--- src/rtl/mops_sdo_pkg.sv ---
// Shared types and constants for the MOPS SDO responder: FSM states,
// SDO command specifiers, abort codes and the emulated ADC object location.
package mops_sdo_pkg;

  typedef enum logic [1:0] {
    ST_IDLE   = 2'd0,
    ST_DECODE = 2'd1,
    ST_WAIT   = 2'd2,
    ST_RESP   = 2'd3
  } sdo_state_e;

  localparam int FRAME_W = 76;

  localparam logic [7:0]  SDO_CMD_UPLOAD_REQ = 8'h40;
  localparam logic [7:0]  SDO_CMD_UPLOAD_RSP = 8'h43;
  localparam logic [7:0]  SDO_CMD_ABORT      = 8'h80;

  localparam logic [31:0] ABORT_NO_OBJECT    = 32'h0602_0000;
  localparam logic [31:0] ABORT_BAD_CMD      = 32'h0504_0001;

  localparam logic [10:0] COB_RSDO_BASE      = 11'h600;
  localparam logic [10:0] COB_TSDO_BASE      = 11'h580;

  localparam logic [15:0] ADC_INDEX          = 16'h2400;
  localparam logic [7:0]  ADC_SUB_MAX        = 8'd35;

  // CANopen carries multi-byte values little-endian: byte4 holds the LSB.
  function automatic logic [31:0] to_le32(input logic [31:0] v);
    return {v[7:0], v[15:8], v[23:16], v[31:24]};
  endfunction

endpackage

--- src/rtl/mops_sdo_decode.sv ---
// Combinational SDO request decoder: turns the request header (COB-ID, RTR,
// payload bytes 0..3) plus the current ADC base into a complete uplink frame.
// Request bytes 4..7 carry nothing for an upload request, so only the header
// is brought in.
module mops_sdo_decode
  import mops_sdo_pkg::*;
#(
  parameter logic [6:0] NODE_ID = 7'd0
) (
  input  logic [43:0] req_head,
  input  logic [11:0] adc_base,
  output logic [75:0] rsp_frame,
  output logic        drop
);

  logic [10:0] cob;
  logic        rtr;
  logic [7:0]  b0, b1, b2, b3;
  logic [11:0] adc_val;
  logic [31:0] tail;
  logic [7:0]  cmd;

  // Classify the request and assemble the response payload.
  always_comb begin
    cob     = req_head[43:33];
    rtr     = req_head[32];
    b0      = req_head[31:24];
    b1      = req_head[23:16];
    b2      = req_head[15:8];
    b3      = req_head[7:0];
    adc_val = adc_base + {4'h0, b3};
    drop    = (cob != (COB_RSDO_BASE + {4'h0, NODE_ID})) || rtr;
    cmd     = SDO_CMD_ABORT;
    tail    = to_le32(ABORT_BAD_CMD);
    if (b0 == SDO_CMD_UPLOAD_REQ) begin
      if (({b2, b1} == ADC_INDEX) && (b3 != 8'd0) && (b3 <= ADC_SUB_MAX)) begin
        cmd  = SDO_CMD_UPLOAD_RSP;
        tail = {adc_val[7:0], 4'h0, adc_val[11:8], 16'h0000};
      end else begin
        tail = to_le32(ABORT_NO_OBJECT);
      end
    end
    rsp_frame = {COB_TSDO_BASE + {4'h0, NODE_ID}, 1'b0, cmd, b1, b2, b3, tail};
  end

endmodule

--- src/rtl/mops_sdo_responder.sv ---
// MOPS SDO responder: accepts one downlink SDO request at a time, answers
// uploads of the emulated ADC object after a fixed delay, and holds the
// response until the consumer takes it.
//
//   state  | meaning
//   IDLE   | req_ready high, waiting for a request
//   DECODE | request registered, response built or request dropped
//   WAIT   | delay counter running down to zero
//   RESP   | rsp_valid high until rsp_ready
module mops_sdo_responder
  import mops_sdo_pkg::*;
#(
  parameter logic [6:0] NODE_ID    = 7'd0,
  parameter int         RESP_DELAY = 8
) (
  input  logic        clk_40_m,
  input  logic        rst,
  input  logic [75:0] req_data,
  input  logic        req_valid,
  output logic        req_ready,
  input  logic [11:0] adc_base,
  output logic [75:0] rsp_data,
  output logic        rsp_valid,
  input  logic        rsp_ready,
  output logic [15:0] rsp_cnt,
  output logic [7:0]  drop_cnt
);

  // DECODE consumes one cycle of the delay and the RESP transition another.
  localparam logic [7:0] DLY_LOAD = 8'(RESP_DELAY - 2);

  sdo_state_e  state_q, state_d;
  logic [43:0] req_head_q, req_head_d;
  logic [7:0]  dly_q, dly_d;
  logic [75:0] rsp_data_q, rsp_data_d;
  logic        rsp_valid_q, rsp_valid_d;
  logic        req_ready_q, req_ready_d;
  logic [15:0] rsp_cnt_q, rsp_cnt_d;
  logic [7:0]  drop_cnt_q, drop_cnt_d;

  logic [75:0] dec_frame;
  logic        dec_drop;

  mops_sdo_decode #(.NODE_ID(NODE_ID)) u_decode (
    .req_head (req_head_q),
    .adc_base (adc_base),
    .rsp_frame(dec_frame),
    .drop     (dec_drop)
  );

  // Next-state and next-output logic for the request/response sequence.
  always_comb begin
    state_d     = state_q;
    req_head_d  = req_head_q;
    dly_d       = dly_q;
    rsp_data_d  = rsp_data_q;
    rsp_valid_d = rsp_valid_q;
    rsp_cnt_d   = rsp_cnt_q;
    drop_cnt_d  = drop_cnt_q;
    case (state_q)
      ST_IDLE: begin
        if (req_valid && req_ready_q) begin
          req_head_d = req_data[75:32];
          state_d    = ST_DECODE;
        end
      end
      ST_DECODE: begin
        if (dec_drop) begin
          if (drop_cnt_q != 8'hFF) drop_cnt_d = drop_cnt_q + 8'd1;
          state_d = ST_IDLE;
        end else begin
          rsp_data_d = dec_frame;
          dly_d      = DLY_LOAD;
          state_d    = ST_WAIT;
        end
      end
      ST_WAIT: begin
        if (dly_q == 8'd0) begin
          rsp_valid_d = 1'b1;
          state_d     = ST_RESP;
        end else begin
          dly_d = dly_q - 8'd1;
        end
      end
      ST_RESP: begin
        if (rsp_ready) begin
          rsp_valid_d = 1'b0;
          rsp_cnt_d   = rsp_cnt_q + 16'd1;
          state_d     = ST_IDLE;
        end
      end
      default: state_d = ST_IDLE;
    endcase
    req_ready_d = (state_d == ST_IDLE);
  end

  // Register all state; synchronous active-low reset discards any transaction.
  always_ff @(posedge clk_40_m) begin
    if (!rst) begin
      state_q     <= ST_IDLE;
      req_head_q  <= '0;
      dly_q       <= '0;
      rsp_data_q  <= '0;
      rsp_valid_q <= 1'b0;
      req_ready_q <= 1'b0;
      rsp_cnt_q   <= '0;
      drop_cnt_q  <= '0;
    end else begin
      state_q     <= state_d;
      req_head_q  <= req_head_d;
      dly_q       <= dly_d;
      rsp_data_q  <= rsp_data_d;
      rsp_valid_q <= rsp_valid_d;
      req_ready_q <= req_ready_d;
      rsp_cnt_q   <= rsp_cnt_d;
      drop_cnt_q  <= drop_cnt_d;
    end
  end

  assign req_ready = req_ready_q;
  assign rsp_data  = rsp_data_q;
  assign rsp_valid = rsp_valid_q;
  assign rsp_cnt   = rsp_cnt_q;
  assign drop_cnt  = drop_cnt_q;

endmodule

--- config.mk ---
export PLATFORM = sky130hd
export DESIGN_NAME = mops_sdo_responder
export DESIGN_NICKNAME = d
export VERILOG_FILES = /design/src/rtl/mops_sdo_pkg.sv /design/src/rtl/mops_sdo_decode.sv /design/src/rtl/mops_sdo_responder.sv
export SDC_FILE = /design/constraint.sdc
export NUM_CORES = 1
export LEC_CHECK = 0
export CORE_MARGIN = 4
export CORE_UTILIZATION = 41
export DETAILED_ROUTE_END_ITERATION = 16
export GPL_ROUTABILITY_DRIVEN = 0
export GPL_TIMING_DRIVEN = 0
export HOLD_SLACK_MARGIN = 0.03
export PLACE_DENSITY = 0.83
export SETUP_SLACK_MARGIN = 0.1
export SLEW_MARGIN = 5
export SYNTH_ARGS = -nofsm -noshare
export SYNTH_HDL_FRONTEND = slang
export SYNTH_SLANG_ARGS = --single-unit
--- constraint.sdc ---
create_clock -name clk_40_m -period 2.1 [get_ports clk_40_m]
set_clock_uncertainty 0.2 [all_clocks]
set_input_delay 0.63 -clock clk_40_m [delete_from_list [all_inputs] [get_ports clk_40_m]]
set_output_delay 0.63 -clock clk_40_m [all_outputs]
set_load 0.1 [all_outputs]
==> run summary, run 1 <==
RUN STATUS
------------------------------------------------------------------------------------------
Outcome                                                                       finished, final reports clean

CELLS AND AREA
------------------------------------------------------------------------------------------
Most frequent cells in the layout                                             171 x sky130_fd_sc_hd__nand2_1, 127 x sky130_fd_sc_hd__buf_4, 83 x sky130_fd_sc_hd__dfxtp_1
Post-route standard cell area excluding fillers                                0.00820 mm2
Post-layout net count                                                                  946
Share of layout cells above drive strength 1                                         33.3%
Commonest non-fill, non-tap cell in the layout                                sky130_fd_sc_hd__nand2_1
Signed area change from the synthesized netlist to the final layout                  49.1%
Antenna diode count                                                                      0

DETAILED ROUTING
------------------------------------------------------------------------------------------
Detailed-route DRC error count                                                           0
Final ANT Viol Nets                                                                      0
Routed wl met2                                                                     7.59 mm
Total via count in the routed design                                                  4974
Routed wirelength normalized by instance count                                     14.4 um
Iter 0 DRT Violations                                                                  200
Wire length on met3                                                                 871 um
WL final                                                                           14.9 mm
Pre-antenna DRT Iters                                                                    4
Detailed-routing wirelength on met1                                                6.11 mm
Via-to-Cell Ratio                                                                     4.82
Uppermost metal layer occupied by signal nets                                         met4

SYNTHESIS
------------------------------------------------------------------------------------------
Simple-gate area share of the yosys netlist                                          23.5%
Library cell with the largest summed area after synthesis                     sky130_fd_sc_hd__dfxtp_1
Post-synth EDFFs                                                                         0
Combinational family with the most area after synthesis                       simple AND/OR/NAND/NOR gates
Warning count from the yosys run                                                         0
Synthesized area                                                               0.00550 mm2
Fraction of synthesized cell area in xor and xnor cells                              5.42%
FF+latch count, synth                                                                  121
Distinct cells, synth                                                                   46
Share of cell area taken by muxes after synthesis                                   0.364%
Area share of the leading cell type in the synthesized netlist                       44.1%
Dominant register cell in the synthesized netlist                             sky130_fd_sc_hd__dfxtp_1
Share of synthesized cell area in full adder, half adder and majority cells          2.87%
Compound-Gate Fraction of Synth Area                                                 16.3%
Sequential area share after synthesis                                                44.1%
Largest cells by area after synthesis                                         sky130_fd_sc_hd__dfxtp_1 44%, sky130_fd_sc_hd__nand2_1 12%, sky130_fd_sc_hd__a21boi_0 10%
Proportion of synthesized flip-flops having asynchronous set or reset                   0%
Mapped Cells                                                                           637
Post-Syn Area per Cell                                                            8.63 um2

SETUP PATH
------------------------------------------------------------------------------------------
Critical-path cell list                                                       dlygate4sd2_1 -> ha_4 -> inv_1 -> a2111o_1 -> o211ai_1 -> o2111ai_2 -> xor2_1 -> o21ai_2
Endpoint kind of the worst setup timing path                                     flip-flop
Critical Setup Path Class                                                        in -> reg
Crit path arrival time                                                             2.14 ns
Crit path max-delay cell type                                                 sky130_fd_sc_hd__ha_4
Startpoint types                                                                 input pin
Slowest cell delay on critical path                                                0.29 ns
Biggest fanout along the worst timing path                                               4
Depth of the worst register-to-register path                                             7
Required time reported for the critical path endpoint                              2.21 ns

STA
------------------------------------------------------------------------------------------
Setup TNS                                                                             0 ns
Endpoints failing setup                                                                  0
RSZ-0062 raised after global routing                                                   yes
Slew Limit Fails                                                                         0
Period Utilization, post-route                                                       97.0%
Actual slew at the worst max-slew pin                                             0.510 ns
Worst hold slack across all endpoints                                             0.257 ns
Final number of hold-violating endpoints                                                 0
Achievable frequency                                                               491 MHz
Post-route minimum period                                                          2.04 ns
Final worst slack                                                                0.0623 ns
Normalized max-slew margin                                                           66.0%

RUN
------------------------------------------------------------------------------------------
Number of max-capacitance violations reported                                            0

CLOCK NETWORK
------------------------------------------------------------------------------------------
Count of clock tree sinks                                                              121
CTS H-tree lvls                                                                          4
Clock Tree Buf Depth                                                                     2
Later-pin clock latency in the skew report                                         0.41 ns
Clock-pin transition on the worst setup and hold timing paths                      0.05 ns
Cell at the root of the clock tree                                            sky130_fd_sc_hd__clkbuf_16
TritonCTS Buffers                                                                       17
TritonCTS clock tree                                                                  done

GRT
------------------------------------------------------------------------------------------
Number of antenna violations at the first check in global routing                        0
Vias in the first global route                                                        4765
Total routing resource utilization after global routing                              18.9%
Maximum number of pins on one net before global-route repair                            17
Wire length of the first global-routing pass                                       22.4 mm
Overflow after GRT                                                                       0

PLACEMENT
------------------------------------------------------------------------------------------
Buffers on Ports                                                                       133
DP Worst Slack                                                                   -0.789 ns
Post-placement cell area                                                       0.00731 mm2
Placed wire-length estimate                                                        10.3 mm

FLOORPLANNING
------------------------------------------------------------------------------------------
Height of the die                                                                   124 um
Core ar.                                                                        0.0132 mm2
Die span in x                                                                       124 um
I/O pin count                                                                          194
Die area                                                                        0.0153 mm2
Initial cell density of the core                                                     41.7%
Standard-cell rows                                                                      42

POWER
------------------------------------------------------------------------------------------
Power density cells                                                             756 mW/mm2
Total chip power                                                                   6.20 mW
Leakage power                                                                      3.37 nW
Worst ir drop on vdd                                                            0.000500 V

MIN PATH
------------------------------------------------------------------------------------------
Worst Hold Depth                                                                         2
Worst min-delay path category                                                   reg -> reg

## sequential cells by signal, summed over array words and instances, names as in the netlist
signal      count
req_head_q     44
rsp_data       41
rsp_cnt        16
dly_q           8
drop_cnt        8
state_q         2
req_ready       1
rsp_valid       1
## power by group
group / internal, mW / leakage, nW / switching [mW]
registers: 2.33 / 1.00 / 0.0463
clock network: 2.03 / 0.304 / 1.03
logic: 0.288 / 2.07 / 0.468
## synth_stat cells (all sizes together) (2+ instances only)
master,count
and4,4
or3,6
nor2b,6
xor2,15
nor3,8
ha,11
a21oi,7
nand2b,4
nor4b,6
nand2,173
o21ai,24
and2,21
nand3,8
xnor2,19
inv,9
o21a,3
nor2,14
o311a,2
o2111ai,3
nand4,8
a21boi,75
mux2i,2
dfxtp,121
nor4,7
buf,37
clkbuf,27
and3,6
## metal layers
layer / vias to the layer above / GRT usage (%)
met3: 26 / 5.36
met1: 2320 / 20.9
li1: 2494 / -
met4: 0 / 8.79
met5: - / 0
met2: 134 / 33.2
## path summary, 6_finish.rpt
kind,end,slack (ns),startpoint
hold / removal,rsp_data[19]$_SDFFE_PN0P_,0.26,rsp_data[19]$_SDFFE_PN0P_
setup reg to reg,rsp_data[19]$_SDFFE_PN0P_,0.07,req_head_q[2]$_SDFFE_PN0P_
setup / recovery,rsp_data[19]$_SDFFE_PN0P_,0.06,adc_base[7]
hold reg to reg,rsp_data[19]$_SDFFE_PN0P_,0.26,rsp_data[19]$_SDFFE_PN0P_
## critical path, delay by kind of cell
family          cells  cell delay [ns]
fa+ha+maj           1             0.29
buf+inv             2             0.32
xor+xnor            1             0.20
compound gates      4             0.70
## final cells by class
class	instances	area, um2
well taps	176	220
fillers	1118	4990
flip-flops and latches	121	2490
clock inverters	10	138
repair buffers	159	1350
clock buffers	22	495
plain buffers	64	432
inverters	9	33.8
multi-input cells	470	3040
## cell families (layout without fill, tap and decap cells)
family          Yosys count  count (layout)
flops                   121             121
compound gates          120             120
fa+ha+maj                12              12
buf+inv                  73             264
other cells               1              28
simple gates            274             274
mux                       2               2
xor+xnor                 34              34
## through the flow
stage               instances  util, %
floorplan                 664        -
global placement          973     55.4
detailed placement        973     55.4
CTS                      1025     60.6
global route             1031     62.2
finish                   1031     62.2
## timing repair
action                     CTS  global route
setup endpoints to repair  185            98
pin swaps                   24            26
hold buffers                 0             0
buffers inserted            19             7
gates cloned                 1             0
hold endpoints to repair     0             0
resized for setup          497            71
Note: power is estimated with default switching activity, not from simulation.
==> inputs of run 2 (changes only) <==
--- a/config.mk
+++ b/config.mk
@@ -6,12 +6,14 @@
 export NUM_CORES = 1
 export LEC_CHECK = 0
 export CORE_MARGIN = 4
-export CORE_UTILIZATION = 41
+export CORE_UTILIZATION = 45
+export CTS_CLUSTER_DIAMETER = 50
 export DETAILED_ROUTE_END_ITERATION = 16
+export DONT_BUFFER_PORTS = 1
 export GPL_ROUTABILITY_DRIVEN = 0
 export GPL_TIMING_DRIVEN = 0
 export HOLD_SLACK_MARGIN = 0.03
-export PLACE_DENSITY = 0.83
+export PLACE_DENSITY = 0.68
 export SETUP_SLACK_MARGIN = 0.1
 export SLEW_MARGIN = 5
 export SYNTH_ARGS = -nofsm -noshare
==> run 2 against run 1 <==
Net effect:
- global-route usage rose by 0.44 points
- largest cell class unchanged
- register-to-register slack got worse by 0.04 ns
- cell count fell by 17%
==> run summary, run 2 (synthesis results as in run 1) <==
RUN STATUS
----------------------------------------------------------------------------------
Outcome                                                               finished, final reports clean

STA
----------------------------------------------------------------------------------
Final number of hold-violating endpoints                                         0
Final worst slack                                                        0.0319 ns
Normalized max-slew margin                                                   59.9%
Actual slew at the worst max-slew pin                                     0.602 ns
RSZ-0062 raised after global routing                                           yes
Endpoints failing setup                                                          0
Post-route minimum period                                                  2.07 ns
Period Utilization, post-route                                               98.5%
Achievable frequency                                                       484 MHz
Worst hold slack across all endpoints                                     0.148 ns
Slew Limit Fails                                                                 0

SETUP PATH
----------------------------------------------------------------------------------
Worst r2r dst                                                         dly_q[7]$_SDFFE_PN0P_
Critical-path cell list                                               or4_4 -> o311a_4 -> o21a_4 -> nand2b_1 -> xor2_1 -> nor2_1
Slowest cell delay on critical path                                        0.54 ns
Crit path buf inv count                                                          0
Crit path arrival time                                                     2.17 ns
Critical Setup Path Class                                               reg -> reg
Startpoint types                                                         flip-flop
Biggest fanout along the worst timing path                                       3
Reg2Reg Setup Slack                                                        0.03 ns
Required time reported for the critical path endpoint                      2.20 ns
Crit path max-delay cell type                                         sky130_fd_sc_hd__or4_4
Endpoint kind of the worst setup timing path                             flip-flop
Depth of the worst register-to-register path                                     6
Top cell family by delay on the critical path                         simple AND/OR/NAND/NOR gates
Reg2Reg Launch Point                                                  dly_q[4]$_SDFFE_PN0P_

CELLS AND AREA
----------------------------------------------------------------------------------
Sequential cell area                                                   0.00258 mm2
Final Non-Filler Cells                                                         860
Most frequent cells in the layout                                     168 x sky130_fd_sc_hd__nand2_1, 73 x sky130_fd_sc_hd__a21boi_0, 59 x sky130_fd_sc_hd__dfxtp_2
Flip-flop count of the largest register after layout                            44
Multi-input logic area                                                 0.00312 mm2
Register bank with the most flops                                       req_head_q
Number of filler cells placed in the layout                                   1029
Share of layout cells above drive strength 1                                 34.1%
Post-layout net count                                                          804
Post-route standard cell area excluding fillers                        0.00714 mm2
Commonest non-fill, non-tap cell in the layout                        sky130_fd_sc_hd__nand2_1
Antenna diode count                                                              0
Signed area change from the synthesized netlist to the final layout          29.9%

GRT
----------------------------------------------------------------------------------
Maximum number of pins on one net before global-route repair                    17
Vias in the first global route                                                4459
Overflow after GRT                                                               0
Number of antenna violations at the first check in global routing                0
Total routing resource utilization after global routing                      19.3%
Wire length of the first global-routing pass                               21.8 mm

PLACEMENT
----------------------------------------------------------------------------------
Placed wire-length estimate                                                9.83 mm
DP Cell Count                                                                  811
Post-placement cell area                                               0.00595 mm2
DP Worst Slack                                                           -0.353 ns
Buffers on Ports                                                                 0

FLOORPLANNING
----------------------------------------------------------------------------------
Die area                                                                0.0141 mm2
Die span in x                                                               119 um
Initial cell density of the core                                             45.8%
I/O pin count                                                                  194
Core ar.                                                                0.0120 mm2
Height of the die                                                           119 um
Standard-cell rows                                                              40

CLOCK NETWORK
----------------------------------------------------------------------------------
TritonCTS clock tree                                                          done
Clock Tree Buf Depth                                                             2
TritonCTS Buffers                                                               17
Cell at the root of the clock tree                                    sky130_fd_sc_hd__clkbuf_16
Count of clock tree sinks                                                      121
Later-pin clock latency in the skew report                                 0.42 ns
CTS H-tree lvls                                                                  4
Clock-pin transition on the worst setup and hold timing paths              0.06 ns

MIN PATH
----------------------------------------------------------------------------------
Startpoint of the tightest hold check path                            req_data[38]
Worst Hold Depth                                                                 2
Worst min-delay path category                                            in -> reg
Worst min-delay path endpoint                                         req_head_q[6]$_SDFFE_PN0P_

DETAILED ROUTING
----------------------------------------------------------------------------------
Total via count in the routed design                                          4476
Routed wirelength normalized by instance count                             15.9 um
WL final                                                                   13.7 mm
Final ANT Viol Nets                                                              0
Via-to-Cell Ratio                                                             5.20
Pre-antenna DRT Iters                                                            4
Detailed-route DRC error count                                                   0
Iter 0 DRT Violations                                                          225

POWER
----------------------------------------------------------------------------------
Power density cells                                                     811 mW/mm2
Leakage power                                                              2.72 nW
Worst ir drop on vdd                                                    0.000463 V

RUN
----------------------------------------------------------------------------------
Number of max-capacitance violations reported                                    0

-- run 2: area by class of cell --
class / instances / share of cell area (%)
buffer: 64 / 7.04
clock buffer: 17 / 5.95
clock inverter: 15 / 2.15
inverter: 9 / 0.473
multi-input combinational: 470 / 43.6
sequential: 121 / 36.1
tap: 147 / 2.57
timing repair buffer: 17 / 2.05
-- run 2: worst max path at each step --
| stage | from | to | depth (start not counted) |
|---|---|---|---|
| after global routing | rsp_cnt[3]$_SDFFE_PN0P_ | rsp_cnt[14]$_SDFFE_PN0P_ | 6 |
| final | dly_q[4]$_SDFFE_PN0P_ | dly_q[7]$_SDFFE_PN0P_ | 6 |
| after floorplan | adc_base[0] | rsp_data[18]$_SDFFE_PN0P_ | 9 |
| after CTS | rsp_data[72]$_SDFFE_PN0P_ | rsp_data[73] | 1 |
| after detailed placement | req_head_q[32]$_SDFFE_PN0P_ | rsp_data[27]$_SDFFE_PN0P_ | 6 |
| after global placement | req_head_q[32]$_SDFFE_PN0P_ | rsp_data[31]$_SDFFE_PN0P_ | 6 |
-- run 2: through the flow --
stage / setup TNS [ns] / util [%] / total power, mW
CTS: 0 / 57.4 / 5.81
finish: 0 / 59.5 / 5.79
global placement: -10.47 / 49.5 / 2.97
floorplan: -0.229 / - / 2.91
global route: -0.0373 / 59.5 / 6.00
detailed placement: -13.64 / 49.5 / 2.98
-- run 2: routing by layer --
metal / share of wire, % / global-route usage (%)
met1: 40 / 21.0
met2: 50 / 33.5
met3: 6.7 / 6.27
met4: 2.7 / 9.78
met5: 0 / 0
-- run 2: power breakdown --
part | internal (mW) | switching (mW)
clock | 1.74 | 1.08
combinational | 0.180 | 0.397
sequential | 2.32 | 0.0780
total | 4.24 | 1.55
-- run 2: what timing repair did --
action                                  CTS  global route
endpoints found under the setup margin  148            89
hold buffers                              0             0
buffers inserted                         10             6
cloned                                    1             0
resized for setup                       112            64
pin swaps                                21            36
==> inputs of run 3 (changes only) <==
--- a/config.mk
+++ b/config.mk
@@ -13,7 +13,7 @@
 export GPL_ROUTABILITY_DRIVEN = 0
 export GPL_TIMING_DRIVEN = 0
 export HOLD_SLACK_MARGIN = 0.03
-export PLACE_DENSITY = 0.68
+export PLACE_DENSITY = 0.66
 export SETUP_SLACK_MARGIN = 0.1
 export SLEW_MARGIN = 5
 export SYNTH_ARGS = -nofsm -noshare
==> constraint.sdc (replaced) <==
create_clock -name clk_40_m -period 2.65 [get_ports clk_40_m]
set_clock_uncertainty 0.2 [all_clocks]
set_input_delay 0.795 -clock clk_40_m [delete_from_list [all_inputs] [get_ports clk_40_m]]
set_output_delay 0.795 -clock clk_40_m [all_outputs]
set_load 0.1 [all_outputs]
==> run 3 against run 2 <==
Net effect:
- sequential share of layout area increased by 2.3 points
- critical endpoint is now rsp_data[75]
- hold slack improved by 0.12 ns
- flip-flop and latch count stayed put
- setup slack improved by 0.11 ns
- critical path depth is 5 lower
- cell count shrank 1.7%
==> run summary, run 3 (synthesis results as in run 1) <==
SETUP PATH
----------------------------------------------------------------------------------
Required time reported for the critical path endpoint                      1.66 ns
Critical Setup Path Class                                               reg -> out
Crit path buf inv count                                                          1
Reg2Reg Setup Slack                                                        0.19 ns
Crit path arrival time                                                     1.51 ns
Crit path max-delay cell type                                         sky130_fd_sc_hd__dfxtp_2
Critical-path cell list                                                      buf_4
Startpoint types                                                         flip-flop
Slowest cell delay on critical path                                        0.70 ns
Biggest fanout along the worst timing path                                       4
Endpoint kind of the worst setup timing path                           output port
Top cell family by delay on the critical path                           flip-flops

MIN PATH
----------------------------------------------------------------------------------
Worst min-delay path category                                           reg -> reg

DETAILED ROUTING
----------------------------------------------------------------------------------
WL final                                                                   12.9 mm
Via-to-Cell Ratio                                                             5.10
Routed wirelength normalized by instance count                             15.3 um
Iter 0 DRT Violations                                                          231
Pre-antenna DRT Iters                                                            4
Total via count in the routed design                                          4310
Detailed-route DRC error count                                                   0
Final ANT Viol Nets                                                              0

POWER
----------------------------------------------------------------------------------
Worst ir drop on vdd                                                    0.000390 V
Total chip power                                                           4.37 mW
Leakage power                                                              2.45 nW
Power density cells                                                     687 mW/mm2

CLOCK NETWORK
----------------------------------------------------------------------------------
TritonCTS Buffers                                                               17
Count of clock tree sinks                                                      121
Cell at the root of the clock tree                                    sky130_fd_sc_hd__clkbuf_16
CTS H-tree lvls                                                                  4
TritonCTS clock tree                                                          done
Clock-pin transition on the worst setup and hold timing paths              0.05 ns
Later-pin clock latency in the skew report                                 0.41 ns
Hold bufs inserted after CTS                                                     0
Clock Tree Buf Depth                                                             2

FLOORPLANNING
----------------------------------------------------------------------------------
Height of the die                                                           119 um
Die area                                                                0.0141 mm2
Standard-cell rows                                                              40
I/O pin count                                                                  194
Core ar.                                                                0.0120 mm2
Die span in x                                                               119 um
Initial cell density of the core                                             45.8%

PLACEMENT
----------------------------------------------------------------------------------
DP Cell Count                                                                  811
Buffers on Ports                                                                 0
Placed wire-length estimate                                                9.92 mm

CELLS AND AREA
----------------------------------------------------------------------------------
Register bank with the most flops                                       req_head_q
Signed area change from the synthesized netlist to the final layout          15.7%
Post-layout net count                                                          789
Most frequent cells in the layout                                     173 x sky130_fd_sc_hd__nand2_1, 102 x sky130_fd_sc_hd__dfxtp_1, 75 x sky130_fd_sc_hd__a21boi_0
Share of layout cells above drive strength 1                                 15.3%
Antenna diode count                                                              0
Commonest non-fill, non-tap cell in the layout                        sky130_fd_sc_hd__nand2_1
Number of filler cells placed in the layout                                   1135
Flip-flop count of the largest register after layout                            44
Final Non-Filler Cells                                                         845

STA
----------------------------------------------------------------------------------
RSZ-0062 raised after global routing                                           yes
Period Utilization, post-route                                               94.5%
Achievable frequency                                                       399 MHz
Normalized max-slew margin                                                   27.5%
Slew Limit Fails                                                                 0
Actual slew at the worst max-slew pin                                      1.09 ns
Post-route minimum period                                                  2.50 ns
Endpoints failing setup                                                          0
Final number of hold-violating endpoints                                         0
Setup TNS                                                                     0 ns

GRT
----------------------------------------------------------------------------------
Vias in the first global route                                                4358
Number of antenna violations at the first check in global routing                0
Total routing resource utilization after global routing                      18.7%
Wire length of the first global-routing pass                               21.2 mm
Maximum number of pins on one net before global-route repair                    17
Overflow after GRT                                                               0

RUN
----------------------------------------------------------------------------------
Number of max-capacitance violations reported                                    0

RUN STATUS
----------------------------------------------------------------------------------
Outcome                                                               finished, final reports clean

-- run 3: cell types whose count changed in the layout (fill, tap and decap cells not counted), sizes merged --
cell and delta:
clkinv -2, clkinvlp -2, bufinv -2, clkbuf +7, buf -15, inv -1
-- run 3: tightest hold or removal path: cells and delay by family (launching register included) --
family           cells  cell delay, ns
flip-flops           1            0.31
AND/OR/NAND/NOR      1            0.05
AO/OA/AOI/OAI        1            0.06
-- run 3: where the power goes --
group	internal [mW]	leakage (nW)	switching, mW
Sequential	1.86	0.988	0.0524
Combinational	0.110	1.19	0.301
Clock	1.28	0.266	0.770
-- run 3: timing repair --
item,4_1_cts,5_1_grt
endpoints found under the setup margin,53,9
pin swaps,0,1
setup buffers,0,2
resized for setup,16,3
hold endpoints to repair,0,0
-- run 3: area by class of cell --
type / instances / area [um2] / area share [%]
multi-input combinational: 470 / 2770 / 43.5
sequential: 121 / 2450 / 38.5
clock buffer: 24 / 492 / 7.73
buffer: 64 / 378 / 5.94
tap: 147 / 184 / 2.89
clock inverter: 8 / 45.0 / 0.708
inverter: 9 / 33.8 / 0.531
timing repair buffer: 2 / 15.0 / 0.236
-- run 3: final timing paths --
check,to,cells past startpoint,start
min reg2reg,req_head_q[29]$_SDFFE_PN0P_,2,req_head_q[29]$_SDFFE_PN0P_
min,req_head_q[29]$_SDFFE_PN0P_,2,req_head_q[29]$_SDFFE_PN0P_
max reg2reg,drop_cnt[4]$_SDFFE_PN0P_,5,drop_cnt[6]$_SDFFE_PN0P_
max,rsp_data[75],1,rsp_data[72]$_SDFFE_PN0P_
-- run 3: per-stage QoR --
| stage | hold WS, ns | area [um2] | util, % | worst slack (ns) |
|---|---|---|---|---|
| after floorplan | 0.239 | 5600 | - | 0.101 |
| after global placement | 0.248 | 5790 | 48.2 | -0.0814 |
| after detailed placement | 0.261 | 5790 | 48.2 | -0.0973 |
| after CTS | 0.268 | 6340 | 52.8 | 0.119 |
| after global routing | 0.298 | 6360 | 53.0 | 0.0906 |
| final | 0.264 | 6360 | 53.0 | 0.145 |
-- run 3: per-layer routing --
metal  GRT usage, %  vias to the layer above  wire length [um]  share of wire [%]
met5              0                        -                 0                  0
met1           20.8                     2002              5450                 42
met4           7.24                        0               208                1.6
met2           31.7                      114              6300                 49
li1               -                     2177                 -                  -
met3           7.89                       17               953                7.4
